File: config.mk
export PLATFORM = sky130hd
export DESIGN_NAME = awg_cmd_ctrl
export DESIGN_NICKNAME = d
export VERILOG_FILES = /design/src/rtl/awg_cmd_ctrl.sv
export SDC_FILE = /design/constraint.sdc
export NUM_CORES = 1
export LEC_CHECK = 0
export CAP_MARGIN = 5
export CELL_PAD_IN_SITES_DETAIL_PLACEMENT = 1
export CELL_PAD_IN_SITES_GLOBAL_PLACEMENT = 2
export CORE_MARGIN = 2
export CORE_UTILIZATION = 34
export CTS_BUF_LIST = sky130_fd_sc_hd__clkbuf_16
export CTS_CLUSTER_DIAMETER = 200
export CTS_CLUSTER_SIZE = 28
export DETAILED_ROUTE_END_ITERATION = 6
export HOLD_SLACK_MARGIN = 0.03
export PLACE_DENSITY_LB_ADDON = 0.08
export SYNTH_ARGS = -nofsm -noshare
export SYNTH_HDL_FRONTEND = slang
export SYNTH_SLANG_ARGS = --single-unit
File: constraint.sdc
create_clock -name clk -period 6.5 [get_ports clk]
set_clock_uncertainty 0.1 [all_clocks]
set_input_delay 0.65 -clock clk [delete_from_list [all_inputs] [get_ports clk]]
set_output_delay 0.65 -clock clk [all_outputs]
set_load 0.05 [all_outputs]
File: src/rtl/awg_cmd_ctrl.sv
// awg_cmd_ctrl: parses framed ASCII set-commands ("S<field><digits>;") coming
// from the UART receiver, validates syntax and range, stages the value in a
// shadow register and commits all shadows atomically to the live DDS
// configuration, either on the next phase-accumulator wrap or immediately.
module awg_cmd_ctrl #(
  parameter int unsigned WAVE_NUM   = 5,
  parameter int unsigned FREQ_MAX   = 4095,
  parameter int unsigned MAX_DIGITS = 4,
  parameter int unsigned TIMEOUT    = 1000000,
  parameter bit          SYNC_APPLY = 1'b1
) (
  input  logic        clk,
  input  logic        rst_n,
  input  logic [7:0]  rx_data,
  input  logic        rx_valid,
  input  logic        phase_wrap,
  output logic [2:0]  wave_sel,
  output logic [11:0] freq_word,
  output logic [3:0]  amp,
  output logic [7:0]  phase_off,
  output logic        cfg_update,
  output logic        busy,
  output logic        err,
  output logic [1:0]  err_code
);

  localparam int unsigned TW = (TIMEOUT > 2) ? $clog2(TIMEOUT) : 1;
  localparam int unsigned DW = $clog2(MAX_DIGITS + 1);
  localparam logic [TW-1:0] TO_LAST = TW'(TIMEOUT - 1);
  localparam logic [DW-1:0] DIG_MAX = DW'(MAX_DIGITS);

  localparam logic [7:0] CH_S    = 8'h53;
  localparam logic [7:0] CH_W    = 8'h57;
  localparam logic [7:0] CH_F    = 8'h46;
  localparam logic [7:0] CH_A    = 8'h41;
  localparam logic [7:0] CH_P    = 8'h50;
  localparam logic [7:0] CH_SEMI = 8'h3B;
  localparam logic [7:0] CH_0    = 8'h30;
  localparam logic [7:0] CH_9    = 8'h39;

  localparam logic [1:0] E_SYNTAX  = 2'd0;
  localparam logic [1:0] E_RANGE   = 2'd1;
  localparam logic [1:0] E_TIMEOUT = 2'd2;
  localparam logic [1:0] E_BUSY    = 2'd3;

  typedef enum logic [2:0] {
    S_IDLE,
    S_FIELD,
    S_DIGITS,
    S_PENDING,
    S_APPLY
  } state_t;

  typedef enum logic [1:0] {
    F_W,
    F_F,
    F_A,
    F_P
  } field_t;

  state_t          state, state_nxt;
  field_t          field, field_nxt;
  logic [13:0]     acc, acc_nxt, acc_dig, field_max;
  logic [DW-1:0]   cnt, cnt_nxt;
  logic [TW-1:0]   tmo, tmo_nxt;
  logic            err_nxt;
  logic [1:0]      code_nxt;
  logic            commit, sh_wr;
  logic            is_digit;

  logic [2:0]      sh_wave;
  logic [11:0]     sh_freq;
  logic [3:0]      sh_amp;
  logic [7:0]      sh_phase;

  assign is_digit = (rx_data >= CH_0) && (rx_data <= CH_9);
  // The digit-count check rejects a digit before this product could exceed 14 bits.
  assign acc_dig  = acc * 14'd10 + {10'd0, rx_data[3:0]};
  assign busy     = (state == S_PENDING);

  // Upper bound for the value of the field being parsed.
  always_comb begin
    field_max = '0;
    case (field)
      F_W:     field_max = 14'(WAVE_NUM - 1);
      F_F:     field_max = 14'(FREQ_MAX);
      F_A:     field_max = 14'd15;
      F_P:     field_max = 14'd255;
      default: field_max = '0;
    endcase
  end

  // Frame parser: next state, accumulator, timeout and error decisions.
  always_comb begin
    state_nxt = state;
    field_nxt = field;
    acc_nxt   = acc;
    cnt_nxt   = cnt;
    tmo_nxt   = '0;
    err_nxt   = 1'b0;
    code_nxt  = err_code;
    commit    = 1'b0;
    sh_wr     = 1'b0;

    case (state)
      S_IDLE: begin
        if (rx_valid && rx_data == CH_S) state_nxt = S_FIELD;
      end

      S_FIELD: begin
        if (rx_valid) begin
          if (rx_data == CH_W || rx_data == CH_F || rx_data == CH_A || rx_data == CH_P) begin
            if (rx_data == CH_W)      field_nxt = F_W;
            else if (rx_data == CH_F) field_nxt = F_F;
            else if (rx_data == CH_A) field_nxt = F_A;
            else                      field_nxt = F_P;
            acc_nxt   = '0;
            cnt_nxt   = '0;
            state_nxt = S_DIGITS;
          end else if (rx_data != CH_S) begin
            err_nxt   = 1'b1;
            code_nxt  = E_SYNTAX;
            state_nxt = S_IDLE;
          end
        end else if (tmo == TO_LAST) begin
          err_nxt   = 1'b1;
          code_nxt  = E_TIMEOUT;
          state_nxt = S_IDLE;
        end else begin
          tmo_nxt = tmo + 1'b1;
        end
      end

      S_DIGITS: begin
        if (rx_valid) begin
          if (is_digit) begin
            if (cnt == DIG_MAX || acc_dig > field_max) begin
              err_nxt   = 1'b1;
              code_nxt  = E_RANGE;
              state_nxt = S_IDLE;
            end else begin
              acc_nxt = acc_dig;
              cnt_nxt = cnt + 1'b1;
            end
          end else if (rx_data == CH_SEMI) begin
            if (cnt == '0) begin
              err_nxt   = 1'b1;
              code_nxt  = E_SYNTAX;
              state_nxt = S_IDLE;
            end else if (field == F_F && acc == '0) begin
              err_nxt   = 1'b1;
              code_nxt  = E_RANGE;
              state_nxt = S_IDLE;
            end else begin
              sh_wr     = 1'b1;
              state_nxt = SYNC_APPLY ? S_PENDING : S_APPLY;
            end
          end else if (rx_data == CH_S) begin
            state_nxt = S_FIELD;
          end else begin
            err_nxt   = 1'b1;
            code_nxt  = E_SYNTAX;
            state_nxt = S_IDLE;
          end
        end else if (tmo == TO_LAST) begin
          err_nxt   = 1'b1;
          code_nxt  = E_TIMEOUT;
          state_nxt = S_IDLE;
        end else begin
          tmo_nxt = tmo + 1'b1;
        end
      end

      S_PENDING: begin
        if (phase_wrap) begin
          commit    = 1'b1;
          state_nxt = S_IDLE;
        end
        if (rx_valid) begin
          err_nxt  = 1'b1;
          code_nxt = E_BUSY;
        end
      end

      S_APPLY: begin
        commit    = 1'b1;
        state_nxt = S_IDLE;
        if (rx_valid) begin
          err_nxt  = 1'b1;
          code_nxt = E_BUSY;
        end
      end

      default: state_nxt = S_IDLE;
    endcase
  end

  // FSM state register.
  always_ff @(posedge clk or negedge rst_n) begin
    if (!rst_n) state <= S_IDLE;
    else        state <= state_nxt;
  end

  // Parser datapath, error flags, shadow and live configuration registers.
  always_ff @(posedge clk or negedge rst_n) begin
    if (!rst_n) begin
      field      <= F_W;
      acc        <= '0;
      cnt        <= '0;
      tmo        <= '0;
      err        <= 1'b0;
      err_code   <= E_SYNTAX;
      cfg_update <= 1'b0;
      sh_wave    <= '0;
      sh_freq    <= 12'd1;
      sh_amp     <= '1;
      sh_phase   <= '0;
      wave_sel   <= '0;
      freq_word  <= 12'd1;
      amp        <= '1;
      phase_off  <= '0;
    end else begin
      field      <= field_nxt;
      acc        <= acc_nxt;
      cnt        <= cnt_nxt;
      tmo        <= tmo_nxt;
      err        <= err_nxt;
      err_code   <= code_nxt;
      cfg_update <= commit;
      if (sh_wr) begin
        case (field)
          F_W:     sh_wave  <= acc[2:0];
          F_F:     sh_freq  <= acc[11:0];
          F_A:     sh_amp   <= acc[3:0];
          F_P:     sh_phase <= acc[7:0];
          default: ;
        endcase
      end
      if (commit) begin
        wave_sel  <= sh_wave;
        freq_word <= sh_freq;
        amp       <= sh_amp;
        phase_off <= sh_phase;
      end
    end
  end

endmodule

==> results.ini <==
[outcome]
status=complete, no violations

[layout]
n_antenna_cell=0
finalInstanceArea_mm2=0.00642
fin_nets=586
drive_gt1_share_pct=18.7
n_fill_cell=1769
area_growth_pct=17.5

[placed_design]
gp_congestion=0.784
placed_area_mm2=0.00612
port_buffers=43
dp_hpwl_um=9870

[detailed_routing]
ant_nets=0
vias=3877
wl_per_cell_um=17.7
drc=0
drtPass1Iterations=4
initialDrtViolationCount=160
via_per_inst=5.12
wl_um=13400

[synth]
synth_area_mm2=0.00546
synthFlopType=dfrtp_1
async_flop_share_pct=100
ys_ff_latch=100
synth-edff-count=0
syn_nets=542
ys_seq_area_share_pct=46.0
synthCells=492
ys_types=60
yosysWarnings=0
synth.avg_cell_area_um2=11.1

[power_and_ir_drop]
ir_worst_vdd_v=0.000127
p_per_area_mw_per_mm2=200
finalPower_w=0.00129
leakage_nw=2.97

[clocking]
h-tree-depth=3
cts_tree=yes
clk_path_buf_depth=2
clock_latency_ns=0.35
cts_buffers=9
postCtsSetupRepairBufs=0
path_clk_slew_ns=0.07
hold_buffers=0
cts_resized=0
cts-root-buf=clkbuf_16
cts.sinks=100

[worst_setup_path]
r2r_slack_ns=1.43
cp.required_ns=6.64
cp.buffers_inverters=0
worst-path-stages=18
critPathLaunch=acc[1]
r2r-start=acc[1]
crit_family=adder cells
crit_path_start_kind=register
end_kind=register
arrival_ns=5.21
ff2ff_path_depth=18
crit_path_cell_trace=ha_1 -> ha_1 -> fa_1 -> nand2_1 -> nor2_1 -> or4b_4 -> nor2_1 -> nand2_1 -> xnor2_1 -> ha_1 -> nand2_1 -> nor2_1 -> nand4_1 -> o21ai_0 -> o211ai_1 -> a211oi_4 -> o21ai_0 -> o311a_1
crit_end=state[0]
critPathMaxFanout=18
critical_path.slowest_cell=a211oi_4
reg2reg_to=state[0]
crit_type=register to register
cpPeakStageDelay_ns=0.74

[grt]
antenna_found_initial=0
grt.total_usage_pct=16.8
grt.overflow.total=0
grt_pass1_wl_um=21800
grt_pass1_vias=4061
grt_max_degree=81

[die]
start_util_pct=34.6
rows=46
dieArea_mm2=0.0171
io_pins=44
die_x_um=131
die_h_um=131
core_area_mm2=0.0158

[sta]
finalCritPeriodShare_pct=78.1
period_needed_ns=5.07
setup_violations=0
max_slew_margin_pct=23.9
worstMarginPinSlew_ns=1.14
clock.fmax_mhz=197
hold_viol_final=0
report.final.slew_viol_count=0
rsz0062_at_grt=false
setup_tns_ns=0

[flow_run]
cap_violations=0

[worst_hold_path]
hp-class=primary input to async pin

worst min-delay path by stage:
stage | from | endpoint
6_report | rst_n | freq_word[11]
5_1_grt | rst_n | freq_word[11]
4_1_cts | rst_n | sh_freq[11]
3_5_place_dp | tmo[0] | tmo[0]
3_3_place_gp | tmo[0] | tmo[0]
2_1_floorplan | rst_n | acc[0]
layer usage:
metal	up-vias	part of all wire, %	GRT usage (%)
li1	1867	-	-
met1	1963	45	21.5
met2	36	51	28.7
met3	11	2.6	4.32
met4	0	1.3	4.07
met5	-	0	0
state kept, by name (all words and copies together), names as in the netlist:
signal      cells
sh_wave         3
sh_freq        12
cnt             3
amp             4
freq_word      12
wave_sel        3
sh_phase        8
state           3
phase_off       8
acc            14
err             1
cfg_update      1
tmo            20
field           2
err_code        2
sh_amp          4
placed cells by master (no fill, tap or decap), drive strengths merged, types with 3 or more instances in the layout:
| cell type | netlist | routed |
|---|---|---|
| dfrtp | 90 | 90 |
| mux2 | 55 | 55 |
| clkdlybuf4s50 | 0 | 42 |
| nor2 | 42 | 42 |
| ha | 36 | 36 |
| nand2 | 27 | 27 |
| xnor2 | 21 | 21 |
| inv | 17 | 19 |
| a21oi | 17 | 17 |
| nand3 | 16 | 16 |
| and3 | 16 | 16 |
| o21ai | 16 | 16 |
| xor2 | 15 | 15 |
| a22o | 13 | 13 |
| dfstp | 10 | 10 |
| clkbuf | 10 | 9 |
| nand4 | 8 | 8 |
| nor3 | 7 | 7 |
| nor4 | 6 | 6 |
| a21o | 6 | 6 |
| and2 | 6 | 6 |
| nand2b | 5 | 5 |
| o211ai | 4 | 4 |
| nor2b | 4 | 4 |
| nand3b | 4 | 4 |
| buf | 3 | 4 |
| and4 | 3 | 3 |
| clkinvlp | 0 | 3 |
report_power, final:
part           switching (W)  total (W)  internal, W
clock network       0.000239   0.000536     0.000297
registers         0.00000573   0.000635     0.000629
logic              0.0000737   0.000114    0.0000403
total               0.000318    0.00129     0.000967
per-stage QoR:
step           worst slack (ns)  util (%)  hold WS, ns  std cells
6_report                   1.43      40.7       0.0759        757
3_3_place_gp               1.45      38.8        0.368        741
4_1_cts                    1.38      40.7       0.0748        757
3_5_place_dp               1.37      38.8        0.376        741
2_1_floorplan              2.15         -        0.254        492
5_1_grt                    1.05      40.7       0.0787        757
cells in the mapped netlist, types with 3 or more instances:
| cell type | count | share of area, % |
|---|---|---|
| nor2_1 | 41 | 2.8 |
| o21ai_0 | 14 | 1.3 |
| mux2_2 | 55 | 11 |
| a22o_1 | 8 | 1.3 |
| nor2b_1 | 4 | 0.46 |
| and4_1 | 3 | 0.48 |
| o211ai_1 | 4 | 0.55 |
| dfstp_2 | 10 | 4.8 |
| ha_1 | 36 | 8.2 |
| nand3_1 | 16 | 1.5 |
| nand3b_1 | 4 | 0.55 |
| inv_1 | 17 | 1.2 |
| a21oi_1 | 17 | 1.6 |
| xnor2_1 | 21 | 3.4 |
| nor3_1 | 7 | 0.64 |
| a22o_2 | 5 | 0.92 |
| nand4_1 | 8 | 0.92 |
| nor4_1 | 6 | 0.69 |
| dfrtp_1 | 90 | 41 |
| and3_1 | 16 | 1.8 |
| clkbuf_1 | 10 | 0.69 |
| nand2b_1 | 5 | 0.57 |
| and2_1 | 3 | 0.34 |
| nand2_1 | 27 | 1.9 |
| xor2_1 | 15 | 2.4 |
| a21o_1 | 5 | 0.69 |
cells by family (layout without fill, tap and decap cells):
logic type      Yosys count  count (layout)  share of synthesized area, %
xor+xnor                 36              36                          5.77
fa+ha+maj                38              38                          8.98
flops                   100             100                          46.0
compound gates           79              79                          11.0
simple gates            153             153                          14.5
buf+inv                  30              79                          2.27
mux                      55              55                          11.3
other cells               1               1                        0.0687
layout make-up:
| class | instances | area, um2 | area share [%] |
|---|---|---|---|
| inverter | 17 | 63.8 | 0.995 |
| timing repair buffer | 46 | 450 | 7.02 |
| tap | 216 | 270 | 4.21 |
| multi-input combinational | 362 | 2820 | 44.0 |
| clock inverter | 7 | 68.8 | 1.07 |
| clock buffer | 9 | 225 | 3.51 |
| sequential | 100 | 2510 | 39.2 |
Power figures use the tool's default switching activity.
